[src/rtl/dbg_abstract_seq.sv]
// Abstract-command sequencer: IDLE->CHECK->DONE (1 cycle) or IDLE->CHECK->REQ->DONE (2 cycles + ack wait); single RF/CSR request held until ack.
// No backpressure on commands (busy error pulse instead); iAbort forces IDLE. Optional REQ timeout via DBG_ABSTRACT_TIMEOUT_EN.
module dbg_abstract_seq #(
   parameter int unsigned TIMEOUT_CYCLES = 64
) (
   input  logic        iClk,
   input  logic        iRst_n,
   input  logic        iCmdValid,
   input  logic [7:0]  iCmdType,
   input  logic [2:0]  iAarSize,
   input  logic        iPostInc,
   input  logic        iPostExec,
   input  logic        iTransfer,
   input  logic        iWrite,
   input  logic [15:0] iRegno,
   input  logic [31:0] iData0,
   input  logic        iHalted,
   input  logic        iAbort,
   output logic        oBusy,
   output logic        oDone,
   output logic [2:0]  oCmdErr,
   output logic        oBusyErr,
   output logic        oData0We,
   output logic [31:0] oData0,
   output logic        oRegnoUpd,
   output logic [15:0] oRegnoNext,
   output logic        oRfReq,
   output logic        oRfWe,
   output logic [4:0]  oRfAddr,
   output logic [31:0] oRfWdata,
   input  logic        iRfAck,
   input  logic [31:0] iRfRdata,
   output logic        oCsrReq,
   output logic        oCsrWe,
   output logic [11:0] oCsrAddr,
   output logic [31:0] oCsrWdata,
   input  logic        iCsrAck,
   input  logic        iCsrErr,
   input  logic [31:0] iCsrRdata
);

   typedef enum logic [1:0] {IDLE = 2'd0, CHECK = 2'd1, REQ = 2'd2, DONE = 2'd3} state_t;

   if (TIMEOUT_CYCLES < 2 || TIMEOUT_CYCLES > 255) begin : g_tmo_range
      $error("TIMEOUT_CYCLES must be within 2..255");
   end

   state_t      state;
   logic [7:0]  cmd_type;
   logic [2:0]  aar_size;
   logic        post_inc, post_exec, transfer, write;
   logic [15:0] regno;
   logic [31:0] data0;

   logic        is_csr, is_gpr, rf_hit, csr_hit, fin, rd_upd;
   logic [2:0]  check_err, fin_err;
   logic [31:0] rd_data;

   assign is_csr  = (regno[15:12] == 4'h0);
   assign is_gpr  = (regno[15:5] == 11'h080);
   // Only the ack of the port actually requested counts; anything else is ignored.
   assign rf_hit  = (state == REQ) && oRfReq && iRfAck;
   assign csr_hit = (state == REQ) && oCsrReq && iCsrAck;
   assign rd_data = rf_hit ? iRfRdata : iCsrRdata;

`ifdef DBG_ABSTRACT_TIMEOUT_EN
   logic [7:0] tmo_cnt;
   logic       tmo_hit;
   assign tmo_hit = (state == REQ) && !rf_hit && !csr_hit && (tmo_cnt == 8'(TIMEOUT_CYCLES - 1));
`endif

   always_comb begin
      check_err = 3'd0;
      if (cmd_type != 8'd0 || aar_size != 3'd2 || post_exec)
         check_err = 3'd2;
      else if (!iHalted)
         check_err = 3'd4;
      else if (transfer && !is_csr && !is_gpr)
         check_err = 3'd3;
   end

   always_comb begin
      fin     = 1'b0;
      fin_err = 3'd0;
      rd_upd  = 1'b0;
      case (state)
         CHECK: begin
            if (check_err != 3'd0 || !transfer) begin
               fin     = 1'b1;
               fin_err = check_err;
            end
         end
         REQ: begin
            if (rf_hit || csr_hit) begin
               fin     = 1'b1;
               fin_err = (csr_hit && iCsrErr) ? 3'd3 : 3'd0;
               rd_upd  = !write && !(csr_hit && iCsrErr);
            end
`ifdef DBG_ABSTRACT_TIMEOUT_EN
            else if (tmo_hit) begin
               fin     = 1'b1;
               fin_err = 3'd5;
            end
`endif
         end
         default: ;
      endcase
   end

   always_ff @(posedge iClk or negedge iRst_n) begin
      if (!iRst_n) begin
         state      <= IDLE;
         cmd_type   <= '0;
         aar_size   <= '0;
         post_inc   <= 1'b0;
         post_exec  <= 1'b0;
         transfer   <= 1'b0;
         write      <= 1'b0;
         regno      <= '0;
         data0      <= '0;
         oBusy      <= 1'b0;
         oDone      <= 1'b0;
         oCmdErr    <= '0;
         oBusyErr   <= 1'b0;
         oData0We   <= 1'b0;
         oData0     <= '0;
         oRegnoUpd  <= 1'b0;
         oRegnoNext <= '0;
         oRfReq     <= 1'b0;
         oRfWe      <= 1'b0;
         oRfAddr    <= '0;
         oRfWdata   <= '0;
         oCsrReq    <= 1'b0;
         oCsrWe     <= 1'b0;
         oCsrAddr   <= '0;
         oCsrWdata  <= '0;
`ifdef DBG_ABSTRACT_TIMEOUT_EN
         tmo_cnt    <= '0;
`endif
      end else begin
         oDone     <= 1'b0;
         oBusyErr  <= 1'b0;
         oData0We  <= 1'b0;
         oRegnoUpd <= 1'b0;
         if (iAbort) begin
            state   <= IDLE;
            oBusy   <= 1'b0;
            oRfReq  <= 1'b0;
            oCsrReq <= 1'b0;
         end else begin
            oBusyErr <= iCmdValid && (state != IDLE);
            if (fin) begin
               state      <= DONE;
               oDone      <= 1'b1;
               oCmdErr    <= fin_err;
               oRfReq     <= 1'b0;
               oCsrReq    <= 1'b0;
               oData0We   <= rd_upd;
               if (rd_upd)
                  oData0  <= rd_data;
               oRegnoUpd  <= post_inc && (fin_err == 3'd0);
               oRegnoNext <= regno + 16'd1;
            end else begin
               case (state)
                  IDLE: begin
                     if (iCmdValid) begin
                        state     <= CHECK;
                        oBusy     <= 1'b1;
                        cmd_type  <= iCmdType;
                        aar_size  <= iAarSize;
                        post_inc  <= iPostInc;
                        post_exec <= iPostExec;
                        transfer  <= iTransfer;
                        write     <= iWrite;
                        regno     <= iRegno;
                        data0     <= iData0;
                     end
                  end
                  CHECK: begin
                     // Reaching here means a legal transfer: regno is either a GPR or a CSR.
                     state <= REQ;
                     if (is_gpr) begin
                        oRfReq   <= 1'b1;
                        oRfWe    <= write;
                        oRfAddr  <= regno[4:0];
                        oRfWdata <= data0;
                     end else begin
                        oCsrReq   <= 1'b1;
                        oCsrWe    <= write;
                        oCsrAddr  <= regno[11:0];
                        oCsrWdata <= data0;
                     end
`ifdef DBG_ABSTRACT_TIMEOUT_EN
                     tmo_cnt <= '0;
`endif
                  end
                  REQ: begin
`ifdef DBG_ABSTRACT_TIMEOUT_EN
                     tmo_cnt <= tmo_cnt + 8'd1;
`endif
                  end
                  DONE: begin
                     state <= IDLE;
                     oBusy <= 1'b0;
                  end
                  default: state <= IDLE;
               endcase
            end
         end
      end
   end

endmodule

[config.mk]
export PLATFORM = sky130hd
export DESIGN_NAME = dbg_abstract_seq
export DESIGN_NICKNAME = d
export VERILOG_FILES = /design/src/rtl/dbg_abstract_seq.sv
export SDC_FILE = /design/constraint.sdc
export NUM_CORES = 1
export LEC_CHECK = 0
export ABC_AREA = 1
export CAP_MARGIN = 40
export CORE_MARGIN = 3
export CORE_UTILIZATION = 30
export DETAILED_ROUTE_END_ITERATION = 16
export GPL_TIMING_DRIVEN = 0
export HOLD_SLACK_MARGIN = 0.02
export PLACE_DENSITY = 0.58
export SLEW_MARGIN = 20
export SYNTH_ARGS = -nofsm -noshare
export SYNTH_HDL_FRONTEND = slang
export SYNTH_SLANG_ARGS = --single-unit
[constraint.sdc]
create_clock -name iClk -period 2.6 [get_ports iClk]
set_clock_uncertainty 0.1 [all_clocks]
set_input_delay 0.52 -clock iClk [delete_from_list [all_inputs] [get_ports iClk]]
set_output_delay 0.52 -clock iClk [all_outputs]
set_load 0.01 [all_outputs]
After elaboration in Yosys (flattened, before gate mapping)
Cells that the tools add are included.
Widths: inputs -> output; s select.
- $add $sub $neg: 1
- equality and inequality tests: 9
- multiplexer cells: 36
- bitwise gates (word level): 3
- reduce and logical (&&, ||, !) cells: 38
- operators by type and width (cell ; number):
    $mux 32 ; 1
    $mux 1 ; 22
    $add 16x1->16 const B ; 1
    $mux 2 ; 6
    $reduce_and 4->1 ; 3
    $reduce_bool 3->1 ; 4
    $eq 11x8->1 const B ; 1
    $logic_and 1x1->1 ; 10
    $mux 3 ; 3
    $reduce_and 2->1 ; 4
    $reduce_bool 8->1 ; 1
    $ne 3x2->1 const B ; 2
    $pmux 2 s3 ; 1
    $pmux 3 s2 ; 1
    $reduce_and 3->1 ; 2
    $logic_not 1->1 ; 5
    $reduce_bool 5->1 ; 1
    $eq 2x2->1 const B ; 2
    $logic_not 4->1 ; 1
    $logic_or 1x1->1 ; 4
    $ne 4x4->1 const B ; 1
    $pmux 1 s2 ; 2
    $logic_not 3->1 ; 1
    $ne 3x3->1 const B ; 1
    other kinds (5) ; 7
- bits in registers: 206
- input port bits: 135
- output and inout port bits: 141

Longest topological paths before layout
Gate-level depths: netlist of the first run.
- depth after elaboration: 15
- depth in mapped cells: 14

Worst setup path after synthesis of the first run
OpenSTA, ideal clock, no wires.
- kind: register -> register
- start: register state[0]
- end: register oRfAddr[0]
- library setup time: 0.117 ns
- data arrival time: 1.865 ns
- slack: 0.518 ns
- cell stages (with the launch flop): 15
- path buffers: 2
- period minus slack after synthesis: 2.082 ns
- cell sequence: dfrtp_1 -> inv_1 -> ha_1 -> nand3_2 -> nand2_1 -> a21oi_1 -> nand3_4 -> nand2_8 -> nand2_4 -> inv_2 -> nand2_2 -> buf_6 -> buf_6 -> nand2_1 -> nand2_1
- longest elaborated chain between the ends: 8
- elaborated cells between the ends (all ways): 11
- those cells by class: 2 x eq/ne; 2 x mux; 1 x bitwise; 6 x reduce/logical
- ends and longest elaborated chain (item ; line ; RTL):
    start, declared ; 48 ; state_t state;
    start signal, assigned ; 112 ; state <= IDLE;
    start signal, assigned ; 146 ; state <= IDLE;
    start signal, assigned ; 153 ; state <= DONE;
    $eq 2x2->1 ; 62, 63, 86 ;
    $logic_and 1x1->1 (on tied branches) (2 in a row) ; 62, 63 ;
    $logic_or 1x1->1 ; 94 ; if (rf_hit || csr_hit) begin
    $mux 1 ; 94 ;
    $pmux 1 s2 ; 86 ; case (state)
    $not 1->1 (no line) ; n/a ;
    $reduce_and 4->1 (no line) (*) ; n/a ;
    end signal, assigned ; 185 ; oRfAddr <= regno[4:0];
    end, declared ; 29 ; output logic [4:0] oRfAddr,
Mark *: on every way between the ends. The rest lies on a longest branch, timed or not.
A chain may end at the register's enable or synchronous reset.

Worst setup path after layout of the first run
- start: register state[0]
- end: register data0[29]
- longest elaborated chain between the ends: 8
- elaborated cells between the ends (all ways): 12
- those cells by class: 2 x eq/ne; 2 x mux; 1 x bitwise; 7 x reduce/logical
- ends and longest elaborated chain (item ; line ; RTL):
    $eq 2x2->1 ; 62, 63, 86 ;
    $logic_and 1x1->1 (on tied branches) (2 in a row) ; 62, 63 ;
    $logic_or 1x1->1 ; 94 ;
    $mux 1 ; 94 ;
    $pmux 1 s2 ; 86 ;
    $not 1->1 (no line) ; n/a ;
    $reduce_and 4->1 (no line) (*) ; n/a ;
    end signal, assigned ; 176 ; data0 <= iData0;
    end, declared ; 53 ; logic [31:0] data0;
Marks and branches as above.

==> results of run 1 <==
timing repair:
item / CTS / global route
setup endpoints to repair: 20 / 152
setup buffers: 0 / 0
hold buffers: 1 / 0
resized for setup: 2 / 20
endpoints found under the hold margin: 57 / 0
cell families after synthesis:
group,after synthesis,share of synthesized area (%)
AOI/OAI and AO/OA,163,9.81
xor gates and xnor gates,11,1.10
adders and majority gates,6,0.860
buffers and inverters,113,6.08
DFF,206,59.1
muxes,32,3.67
and+or+nand+nor,382,19.4
registers in the layout, summed over array words and instances, names as in the netlist, 2 cells and up:
name and flops:
state 2, oData0 32, oCsrAddr 12, aar_size 3, oCmdErr 3, oRegnoNext 16, oCsrWdata 32, cmd_type 8
regno 16, data0 32, oRfAddr 5, oRfWdata 32
through the flow:
step                      total power, mW  setup TNS, ns  utilization, %
final                                12.7              0            45.4
after global placement               9.44       -1687.39            42.3
after detailed placement             9.52         -17.10            42.5
after global routing                 13.6              0            45.4
after floorplan                      7.18              0               -
after CTS                            12.9              0            45.4
cell type report:
type / count / area (um2) / share of cell area, %
clock buffers: 41 / 766 / 5.97
multi-input cells: 594 / 3050 / 23.8
clock inverters: 4 / 27.5 / 0.215
plain buffers: 49 / 304 / 2.37
flip-flops and latches: 206 / 5150 / 40.2
inverters: 63 / 236 / 1.84
well taps: 378 / 473 / 3.69
repair buffers: 277 / 2810 / 21.9
placed cells by master, fill, tap and decap left out, types with 2 or more instances in the layout:
cell,n
clkinv_2,2
clkbuf_2,10
o21ai_2,10
inv_1,53
buf_16,2
o21ai_1,65
clkbuf_8,8
clkbuf_1,16
xor2_1,10
nor2_8,2
buf_6,9
nor3_1,6
o21ai_0,81
nand2_2,13
nand4_1,4
clkbuf_16,25
a21oi_1,5
ha_1,6
nor2_1,16
buf_2,20
clkdlybuf4s50_1,273
nand2_1,272
nand3_4,3
nand3_1,56
buf_8,2
inv_2,10
mux2i_1,32
dfrtp_1,206
how the worst max path moves through the flow:
stage                         startpoint                       to  slack [ns]  cells past startpoint
floorplan           state[0]$_DFFE_PN0P_   oRfAddr[0]$_DFFE_PN0P_        0.52                     14
global placement                  iRst_n          oDone$_DFF_PN0_       -8.15                      1
detailed placement                iRfAck  oCsrAddr[8]$_DFFE_PN0P_       -0.20                      9
CTS                 state[1]$_DFFE_PN0P_  oCsrAddr[8]$_DFFE_PN0P_       0.004                      9
global route        state[0]$_DFFE_PN0P_    data0[12]$_DFFE_PN0P_        0.03                     13
finish              state[0]$_DFFE_PN0P_    data0[29]$_DFFE_PN0P_        0.21                     13
worst reg2reg max path: cells and delay by family, from the launching register on:
kind                       cells  cell delay [ns]
DFF                            1             0.39
adders and majority gates      1             0.26
AOI/OAI and AO/OA              2             0.25
and+or+nand+nor                7             0.85
buffers and inverters          3             0.47
power by group:
part           internal [mW]  switching (mW)  leakage [nW]
logic                   2.06            2.38          3.02
registers               4.29           0.690          2.67
clock network           2.00            1.32         0.392
per-layer routing:
| layer | vias up | GRT usage (%) | share of wire [%] | wire [um] |
|---|---|---|---|---|
| met1 | 3407 | 22.9 | 43 | 11800 |
| met2 | 220 | 27.7 | 46 | 12400 |
| li1 | 3569 | - | - | - |
| met4 | 2 | 2.78 | 1.6 | 443 |
| met3 | 31 | 5.96 | 9.5 | 2570 |
| met5 | - | 0 | 0.048 | 13 |
==> metrics.txt, run 1 <==
post-synthesis register bit count 206; pwr dens 994 mW/mm2; DRC 0; clk_lat worst skew ~0.51 ns; layout cells sized above 1 between 10% and 20%; Placed Cells incl. Taps ~1600; IO Pins roughly 280; gr usage total 17.2%; Worst EP arrival 2.73 ns; Synth async-reset ratio 100%; share of the synthesized area in the top cell type 59.1%; Post-synth EDFFs 0; number of buffers created by CTS 25; VDD IR max 554 uV; Max Fclk between 400 and 500 MHz; initial drt markers 345; top-count cell post-synth nand2_1; Max Slew Vio Count 0; Core Area approximately 0.028 mm2; hold crit path type reg -> reg; startpoint types flop; Hold Startpoint oRfWdata[25]$_DFFE_PN0P_; Worst slew margin 50.2%; vias per cell 4.48; via count 7229; row count 61; CP max-delay cell dfrtp_1; global-route wire length before repair 42600 um; Max Cap Violations 0; DP Area 0.0120 mm2; outcome finished, final reports clean; final HPWL from detailed placement between 20000 and 25000 um; hold_ws about 0.37 ns; leakage power 6.09 nW; worst r2r src state[0]$_DFFE_PN0P_; fin area between 0.01 and 0.015 mm2; Final WS setup ~0.21 ns; share of the yosys chip area belonging to registers about 59%; vias in the first global route about 7400; Die ar. 0.0312 mm2; pin count of the biggest net entering global routing 86; max incr delay on CP 0.39 ns; critical path class reg -> reg; Post-Synthesis Cells 913; clock sink total 206; die height 177 um; Final Hold Viols 0; Synth Net Count roughly 1100; routed wire length between 20000 and 30000 um; CP delay by family, top simple AND/OR/NAND/NOR gates; Routed WL per cell 16.9 um; reg2reg end data0[29]$_DFFE_PN0P_; reg2reg path depth 13; Port Buffers ~270; P&R area growth vs syn 47.0%; Synth top cells by count nand2_1 (272), dfrtp_1 (206), o21ai_0 (81); Slew @ Worst Pin 0.747 ns; DRT Pass-1 Iters 5; CTS tree done; unrepaired setup endpoints after global routing false; Synth area leader dfrtp_1; Avg Cell Area, Syn 9.56 um2; min Tclk post-route around 2.4 ns; hold path cells 2; Crit. End Element flop; worst-path maximum fanout 10; Synth Flop Type dfrtp_1; fill count 2723; Bufs on Longest Clock Path 3; initial core utilization 30.9%; Setup WS pre-CTS -0.196 ns; synth top area cells dfrtp_1 (59%), nand2_1 (12%), o21ai_0 (4.6%), o21ai_1 (3.7%), mux2i_1 (3.7%); Diodes inserted 0; Post-DRT Antenna Nets 0; post-synthesis cell type count 37; crit share post-route 91.9%; worst reg2reg setup slack about 0.21 ns; crit-path cells inv_1 -> ha_1 -> nand3_4 -> nand2_1 -> a21oi_2 -> nand3_4 -> nand2_8 -> nand2_4 -> nor2_8 -> buf_8 -> buf_6 -> nand2_1 -> o21ai_1; Final GP Congestion 0.812; Reg clk slew, reported paths 0.06 ns; WP buf/inv 3; final setup fails 0; Hold EP oRfWdata[25]$_DFFE_PN0P_; total grt overflow 0; non-filler cells, final 1612; YS warnings 0; root buf cell clkbuf_16; Chip Width 177 um; CP required 2.94 ns; H-Tree Depth 1; antenna violations before repair 1; final net count between 1000 and 1500; Post-Syn Area 0.00873 mm2
Note: power is estimated with default switching activity, not from simulation.
==> run 2, diff against run 1 <==
--- a/config.mk
+++ b/config.mk
@@ -7,12 +7,14 @@
 export LEC_CHECK = 0
 export ABC_AREA = 1
 export CAP_MARGIN = 40
+export CELL_PAD_IN_SITES_DETAIL_PLACEMENT = 1
+export CELL_PAD_IN_SITES_GLOBAL_PLACEMENT = 2
 export CORE_MARGIN = 3
-export CORE_UTILIZATION = 30
+export CORE_UTILIZATION = 28
 export DETAILED_ROUTE_END_ITERATION = 16
 export GPL_TIMING_DRIVEN = 0
 export HOLD_SLACK_MARGIN = 0.02
-export PLACE_DENSITY = 0.58
+export PLACE_DENSITY = 0.83
 export SLEW_MARGIN = 20
 export SYNTH_ARGS = -nofsm -noshare
 export SYNTH_HDL_FRONTEND = slang
==> constraint.sdc (replaced) <==
create_clock -name iClk -period 2.6 [get_ports iClk]
set_clock_uncertainty 0.1 [all_clocks]
set_input_delay 0.52 -clock iClk [delete_from_list [all_inputs] [get_ports iClk]]
set_output_delay 0.52 -clock iClk [all_outputs]
set_load 0.1 [all_outputs]
==> metrics.txt, run 2 (same netlist as run 1, synthesis figures left out) <==
most common cell after layout, fill and taps aside clkdlybuf4s50_1; fill count 3298; H-Tree Depth 1; Chip Width roughly 180 um; crit share post-route 92.9%; Max Cap Violations 0; DP Area around 0.015 mm2; Max Slew Vio Count 0; met2 usage 37.5%; row count 64; Die ar. 0.0333 mm2; startpoint types flop; clk_lat worst skew 0.52 ns; leakage power 7.35 nW; DRC 0; number of buffers created by CTS 25; vias in the first global route roughly 9400; Port Buffers 274; Post-DRT Antenna Nets 0; total grt overflow 0; P&R area growth vs syn 79.5%; hold crit path type reg -> reg; initial drt markers 301; CTS tree done; min Tclk post-route 2.42 ns; VDD IR max around 1000 uV; layout cells sized above 1 about a fifth; via count 8210; initial core utilization 28.5%; Final Hold Viols 0; CP required 1.98 ns; Routed WL per cell about 19 um; Bufs on Longest Clock Path 3; antenna violations before repair 1; final setup fails 0; clock sink total 206; Worst slew margin 49.3%; global-route wire length before repair approximately 54000 um; met3 GRT Util 3.43%; final net count 1502; gr usage total a little over 20%; pin count of the biggest net entering global routing 95; worst-path maximum fanout 3; root buf cell clkbuf_16; Slew @ Worst Pin approximately 0.76 ns; outcome finished, final reports clean; DRT Pass-1 Iters 4; Placed Cells incl. Taps roughly 1700; met1 GRT Util 24.4%; critical path class reg -> out; non-filler cells, final 1775; routed wire length roughly 34000 um; fin area 0.0157 mm2; Max Fclk 414 MHz; vias per cell 4.63; Final GP Congestion 0.788; pwr dens 1250 mW/mm2; Reg clk slew, reported paths roughly 0.06 ns; unrepaired setup endpoints after global routing false; Core Area 0.0307 mm2; die height 183 um; global route hottest layer met2; IO Pins around 280; final HPWL from detailed placement 26700 um; Diodes inserted 0; Crit. End Element output port; Worst EP arrival 1.80 ns; most frequent cells in the layout clkdlybuf4s50_1 (273), nand2_1 (270), dfrtp_1 (206), buf_8 (94), o21ai_0 (81); total negative slack 0 ns
==> run 2: cell types whose count changed in the layout (fill, tap and decap cells not counted), moves of 2 or more <==
cell | previous run | this run
ha_1 | 6 | 4
buf_4 | 1 | 3
clkbuf_2 | 10 | 4
nand2_1 | 272 | 270
nand2_2 | 13 | 15
clkbuf_4 | 0 | 2
buf_16 | 2 | 51
buf_8 | 2 | 94
ha_2 | 0 | 2
clkbuf_1 | 16 | 18
==> run 2: area by class of cell <==
cell class | instances | area, um2 | share of cell area (%)
Buffer | 49 | 304 | 1.94
Clock buffer | 38 | 744 | 4.75
Clock inverter | 7 | 72.6 | 0.463
Inverter | 63 | 236 | 1.51
Multi-Input combinational cell | 594 | 3060 | 19.6
Sequential cell | 206 | 5150 | 32.9
Tap cell | 396 | 495 | 3.16
Timing Repair Buffer | 422 | 5590 | 35.7
==> run 2: path summary, 6_finish.rpt <==
| kind | start | to | slack (ns) | cells after the start |
|---|---|---|---|---|
| max | oRfReq$_DFFE_PN0P_ | oRfReq | 0.18 | 2 |
| min | oRfWdata[13]$_DFFE_PN0P_ | oRfWdata[13]$_DFFE_PN0P_ | 0.37 | 2 |
| max reg2reg | regno[0]$_DFFE_PN0P_ | oRegnoNext[15]$_DFFE_PN0P_ | 0.29 | 9 |
| min reg2reg | oRfWdata[13]$_DFFE_PN0P_ | oRfWdata[13]$_DFFE_PN0P_ | 0.37 | 2 |
| max in group asynchronous | iRst_n | data0[1]$_DFFE_PN0P_ | 1.20 | 3 |
| min in group asynchronous | iRst_n | oData0[10]$_DFFE_PN0P_ | 0.38 | 2 |
==> run 2: what timing repair did <==
action,4_1_cts,5_1_grt
resized for setup,11,4
setup endpoints to repair,138,167
hold endpoints to repair,37,0
pin swaps,1,2
buffers inserted,1,2
hold buffers,1,0
==> run 2: stage by stage <==
step / hold WS [ns] / setup WS (ns) / total power [mW] / utilization [%]
2_1_floorplan: 0.124 / 0.147 / 11.1 / -
3_3_place_gp: 0.355 / -8.25 / 13.5 / 39.0
3_5_place_dp: 0.330 / -0.405 / 16.3 / 48.1
4_1_cts: 0.376 / -0.00572 / 19.8 / 51.0
5_1_grt: 0.401 / 0.0943 / 20.6 / 51.1
6_report: 0.371 / 0.184 / 19.6 / 51.1
==> run 2: report_power, final <==
part	switching, mW	internal [mW]	total [mW]
clock network	1.37	2.07	3.44
logic	7.05	4.05	11.1
registers	0.775	4.29	5.07
total	9.20	10.4	19.6
==> run 2: routing by layer <==
layer / wire [um] / up-vias
met2: 17700 / 256
met3: 1680 / 65
met5: 11 / -
met1: 13800 / 4034
li1: - / 3853
met4: 1010 / 2
==> run 2: critical path, cell delays in order (launching register included) <==
cell,delay (ns)
dfrtp_1,0.44
clkdlybuf4s50_1,0.64
buf_16,0.20
